$ cat src/rtl/serial_adder_sub.sv
// serial_adder_sub: bit-serial LSB-first add/subtract with start/busy/done handshake
module serial_adder_sub #(
  parameter int WIDTH  = 8,
  parameter bit SUB_EN = 1'b1
) (
  input  logic             clk,
  input  logic             reset,
  input  logic             start,
  input  logic [WIDTH-1:0] a,
  input  logic [WIDTH-1:0] b,
  input  logic             sub,
  output logic             busy,
  output logic             done,
  output logic [WIDTH-1:0] sum,
  output logic             carry_out,
  output logic             overflow
);
  localparam int CW = $clog2(WIDTH);
  localparam logic [1:0] IDLE = 2'd0, RUN = 2'd1, DONE = 2'd2;
  logic [1:0]       state_q, state_d;
  logic [WIDTH-1:0] opa_q, opa_d, opb_q, opb_d, res_q, res_d, sum_q, sum_d;
  logic [CW-1:0]    cnt_q, cnt_d;
  logic             c_q, c_d, co_q, co_d, ov_q, ov_d;
  logic             neg, s, c_nx, run, accept, last;
  always_comb begin
    neg     = sub & SUB_EN;
    run     = state_q == RUN;
    accept  = start && !run;
    last    = run && cnt_q == CW'(WIDTH - 1);
    s       = opa_q[0] ^ opb_q[0] ^ c_q;
    c_nx    = (opa_q[0] & opb_q[0]) | (opa_q[0] & c_q) | (opb_q[0] & c_q);
    state_d = accept ? RUN : last ? DONE : run ? RUN : IDLE;
    opa_d   = accept ? a : run ? opa_q >> 1 : opa_q;
    opb_d   = accept ? (neg ? ~b : b) : run ? opb_q >> 1 : opb_q;
    c_d     = accept ? neg : run ? c_nx : c_q;
    cnt_d   = accept ? '0 : run ? cnt_q + CW'(1) : cnt_q;
    res_d   = run ? {s, res_q[WIDTH-1:1]} : res_q;
    sum_d   = last ? {s, res_q[WIDTH-1:1]} : sum_q;
    co_d    = last ? c_nx : co_q;
    ov_d    = last ? c_q ^ c_nx : ov_q;
  end
  always_ff @(posedge clk) begin
    if (reset) begin
      state_q <= IDLE;
      opa_q   <= '0;
      opb_q   <= '0;
      res_q   <= '0;
      sum_q   <= '0;
      cnt_q   <= '0;
      c_q     <= 1'b0;
      co_q    <= 1'b0;
      ov_q    <= 1'b0;
    end else begin
      state_q <= state_d;
      opa_q   <= opa_d;
      opb_q   <= opb_d;
      res_q   <= res_d;
      sum_q   <= sum_d;
      cnt_q   <= cnt_d;
      c_q     <= c_d;
      co_q    <= co_d;
      ov_q    <= ov_d;
    end
  end
  assign busy      = state_q == RUN;
  assign done      = state_q == DONE;
  assign sum       = sum_q;
  assign carry_out = co_q;
  assign overflow  = ov_q;
endmodule

$ cat config.mk
export PLATFORM = sky130hd
export DESIGN_NAME = serial_adder_sub
export DESIGN_NICKNAME = d
export VERILOG_FILES = /design/src/rtl/serial_adder_sub.sv
export SDC_FILE = /design/constraint.sdc
export NUM_CORES = 1
export LEC_CHECK = 0
export ABC_CLOCK_PERIOD_IN_PS = 1750
export BUFFER_PORTS_ARGS = -buffer_cell sky130_fd_sc_hd__buf_4
export CAP_MARGIN = 20
export CORE_UTILIZATION = 49
export DETAILED_ROUTE_END_ITERATION = 8
export PLACE_DENSITY_LB_ADDON = 0.1
export SETUP_SLACK_MARGIN = 0.2
export SYNTH_ARGS = -nofsm -noshare
export SYNTH_HDL_FRONTEND = slang
export SYNTH_SLANG_ARGS = --single-unit
export TNS_END_PERCENT = 1
$ cat constraint.sdc
create_clock -name clk -period 1.75 [get_ports clk]
set_clock_uncertainty 0.15 [all_clocks]
set_input_delay 0.2625 -clock clk [delete_from_list [all_inputs] [get_ports clk]]
set_output_delay 0.2625 -clock clk [all_outputs]
set_load 0.02 [all_outputs]
* Yosys cells after proc, flatten, opt, wreduce, memory -nomap -nowiden *
Cells that the tools add are included.

operators by class
  equality and inequality tests = 3
  reductions and logical operators = 5
  muxes and demuxes = 10
  bitwise gates (word level) = 9
  $add $sub $neg = 1

operators by type and width
  operator               number
  $mux W8                5
  $not A8 Y8             1
  $mux W1                4
  $add A3 B1 Y3 const B  1
  $and A1 B1 Y1          3
  $eq A3 B3 Y1 const B   1
  $xor A1 B1 Y1          3
  $eq A2 B1 Y1 const B   1
  $eq A2 B2 Y1 const B   1
  $logic_and A1 B1 Y1    2
  $mux W2                1
  $or A1 B1 Y1           2
  $reduce_bool A2 Y1     1
  $reduce_or A2 Y1       1
  $logic_not A1 Y1       1

word-level totals
  output and inout port bits = 12
  logic and storage cells = 38
  bits in registers = 40
  input port bits = 20

* Depth between registers and ports, before layout *
  word-level depth = 5
  gate-level depth with buffers = 6
  depth with buffers taken out = 5

* Worst setup path after synthesis *
OpenSTA, ideal clock, no wires.

  kind = reg2reg
  start point = reg cnt_q[0]
  end point = reg ov_q (netlist: overflow)
  stages on the path, launching flop included = 6
  path slack = 351 ps
  library setup time = 86 ps
  clock period less this slack = 1399 ps
  buffers on the path = 1
  data required time = 1514 ps
  arrival = 1163 ps
  path through = dfxtp_1 -> ha_1 -> ha_1 -> and3b_1 -> buf_2 -> a211oi_1

on the way
  word-level cells in the longest chain between the ends = 2

ends and longest elaborated chain
  item                    line  RTL
  start, declared         22    logic [CW-1:0] cnt_q, cnt_d;
  start signal, assigned  59    cnt_q <= cnt_d;
  $eq A3 B3 Y1            29    last = run && cnt_q == CW'(WIDTH - 1);
  $logic_and A1 B1 Y1     29
  end signal, assigned    62    ov_q <= ov_d;
  end, declared           23    logic c_q, c_d, co_q, co_d, ov_q, ov_d;

Every way passes these cells.
A chain may end at the register's enable or synchronous reset.

* Final worst setup path *
  start point = reg state_q[1]
  end point = out busy

on the way
  word-level cells in the longest chain between the ends = 1

ends and longest elaborated chain
  item                    line  RTL
  start, declared         20    logic [1:0] state_q, state_d;
  start signal, assigned  54    state_q <= state_d;
  $eq A2 B1 Y1            65    assign busy = state_q == RUN;
  end, declared           12    output logic busy,

Every way passes these cells.

==> metrics.md <==
| Metric | Value |
|---|---|
| Status | complete, no violations |
| Full die area | 0.00362 mm^2 |
| CTS tree | done |
| Max-slew headroom | approximately 73% |
| Final setup viols | 0 |
| Dpl cells | 251 |
| Power Dens Cells | roughly 840 mW/mm^2 |
| Element type at the critical path end | output port |
| Critical path class | reg2out |
| Yosys reg bits | 39 |
| Worst-path fanout max | 5 |
| Fmax | around 670 MHz |
| Dominant synthesized flop cell | dfxtp_1 |
| CP delay by family, top | flip-flops |
| RSZ-0062 raised after global routing | yes |
| DRT iter0 DRCs | a little under 50 |
| CP Data Required Time | 1.34 ns |
| Largest net degree at the start of global routing | 40 |
| Initial core utilization | between 50% and 60% |
| Total Routing Usage GR | about a fifth |
| Met3 wire len | between 100 and 150 um |
| Cell area after layout | between 0.0015 and 0.002 mm^2 |
| Final #Nets | 242 |
| H-tree levels | 2 |
| Core area | between 0.003 and 0.004 mm^2 |
| Gate Count Post-Synth | 189 |
| Final hold vios | 0 |
| Met2 wire length | roughly 1.6 mm |
| Vias in the first global route | ~1200 |
| HPWL after DPL | slightly above 2 mm |
| WP buf/inv | 2 |
| Via count | between 1000 and 1500 |
| Fin crit share | a little under nine tenths |
| Min-delay src | a[7] |
| CP max stage delay | 0.37 ns |
| Post-CTS Hold Buffers | 0 |
| Worst-path clk slew | approximately 0.12 ns |
| Top sig layer | met4 |
| Final Critical Period | around 1.5 ns |
| Register area share after synthesis | between 40% and 50% |
| Num CTS Buffers | 5 |
| Number of synthesized flops with an enable pin | 0 |
| Buffers on Ports | 31 |
| Worst Path Arrival | 1.09 ns |
| Critical path cell sequence | nand2b_4 -> inv_8 -> buf_4 |
| Max IR drop VDD | approximately 0.44 mV |
| Chip width | between 60 and 70 um |
| Layout Cells excl Fill | between 200 and 300 |
| Antenna-violating nets left | 0 |
| Worst R2R Start | cnt_q[0] |
| Worst hold path type | in2reg |
| Share of cells above drive strength 1 | about 23% |
| Global-route wire length before repair | approximately 5.2 mm |
| DP Area | 0.00187 mm^2 |
| Filler cells | 290 |
| Die span in y | roughly 60 um |
| Yosys cell types | 23 |
| GP Congestion | roughly 0.69 |
| Buffer depth of the longest clock path | 2 |
| Area Overhead vs Synth | 19.5% |
| Share of synthesized registers carrying an async set or reset | 0% |
| DRC | 0 |
| Number of vias per cell | approximately 5.2 |
| Root Buffer | clkbuf_4 |
| Setup crit start | state_q[1] |
| P_leak | 0.812 nW |
| IO Count | 32 |
| Most common cell after layout, fill and taps aside | nand2_1 |
| Mapped Area | 0.00166 mm^2 |
| CP startpoint kind | register |
| Slew Viols, Final | 0 |
| CP max stage cell | dfxtp_2 |
| Syn Nets | between 200 and 250 |
| Rows | 20 |
| Max-cap violations | 0 |
| WL per Instance | 12.3 um |
| Drt total wl | 3.24 mm |
| Overflow after GRT | 0 |
| Worst Tran Pin Value | ~0.41 ns |
| Most frequent cells in the layout | 42 x nand2_1, 37 x dfxtp_1, 35 x buf_4, 26 x a21oi_1, 18 x nor2_1 |
| Router iterations before antenna repair | 4 |
| Yosys warnings | 0 |
| # diodes | 0 |
| Clk_lat worst skew | around 0.35 ns |
| Syn Area/Cell | a little under 9 um^2 |
| M1 WL | 1.50 mm |
| Initial antenna violation count | 0 |
| Clock Sinks | 39 |
| Fin Setup TNS | 0 ns |
==> cell families (layout without fill, tap and decap cells) <==
| kind of cell | after synthesis | count (layout) | synth area share, % |
|---|---|---|---|
| compound gates | 44 | 44 | 17.0 |
| xor+xnor | 9 | 9 | 4.75 |
| fa+ha+maj | 3 | 3 | 2.71 |
| buf+inv | 15 | 44 | 5.28 |
| flops | 39 | 39 | 47.1 |
| mux | 9 | 9 | 5.43 |
| simple gates | 70 | 71 | 17.7 |
==> flip-flops by register name (all words and copies together), names as in the netlist <==
name and cells:
carry_out 1, opb_q 8, opa_q 8, sum 8, res_q 7, c_q 1
overflow 1, state_q 2, cnt_q 3
==> per-layer routing <==
layer  global-route usage, %  vias up
li1                        -      697
met1                    22.8      654
met2                    33.4       22
met3                    5.84        5
met4                    8.31        0
met5                       0        -
==> worst register-to-register path: cells and delay by family (launching register included) <==
family | cells | cell delay (ns)
compound gates | 1 | 0.20
simple gates | 2 | 0.32
flops | 1 | 0.38
fa+ha+maj | 2 | 0.36
==> worst paths after layout <==
path	end	slack [ns]	cells after the start
setup / recovery	busy	0.25	3
hold / removal	opa_q[7]	0.07	3
setup reg to reg	overflow	0.27	5
hold reg to reg	sum[0]	0.31	2
==> through the flow <==
step | hold WS [ns] | util [%] | power (mW) | worst slack, ns
after floorplan | 0.188 | - | 1.14 | 0.351
after global placement | 0.295 | 59.9 | 1.19 | 0.263
after detailed placement | 0.298 | 59.9 | 1.20 | 0.190
after CTS | 0.0712 | 62.3 | 1.67 | 0.177
after global routing | 0.0836 | 63.4 | 1.74 | 0.152
final | 0.0731 | 63.4 | 1.67 | 0.250
==> area by class of cell <==
cell class | count | area [um^2] | area share [%]
timing repair inverter | 1 | 6.26 | 0.315
sequential | 39 | 783 | 39.5
tap | 44 | 55.1 | 2.78
multi-input combinational | 136 | 808 | 40.8
timing repair buffer | 35 | 263 | 13.2
clock buffer | 6 | 51.3 | 2.59
inverter | 1 | 11.3 | 0.568
clock inverter | 1 | 5.00 | 0.252
==> synthesized netlist by cell type, drive strengths merged, types with 2 or more instances <==
library cell,n,share of area (%)
nand2b,3,1.1
nand2,42,9.5
nor2,18,4.1
mux2i,9,5.4
ha,2,1.5
a21oi,27,8.4
buf,13,4.7
nand3b,4,1.8
a211o,7,3.7
xnor2,9,4.8
dfxtp,39,47
a211oi,9,4.1
==> timing repair <==
item | in CTS | in global routing
resized for setup | 6 | 2
endpoints found under the setup margin | 3 | 11
buffers inserted | 0 | 3
gates cloned | 1 | 1
==> where the power goes <==
part           switching [mW]  leakage (nW)  internal (mW)
combinational           0.120         0.458          0.112
sequential             0.0274         0.319          0.931
clock                   0.289        0.0341          0.186
Power figures use the tool's default switching activity.
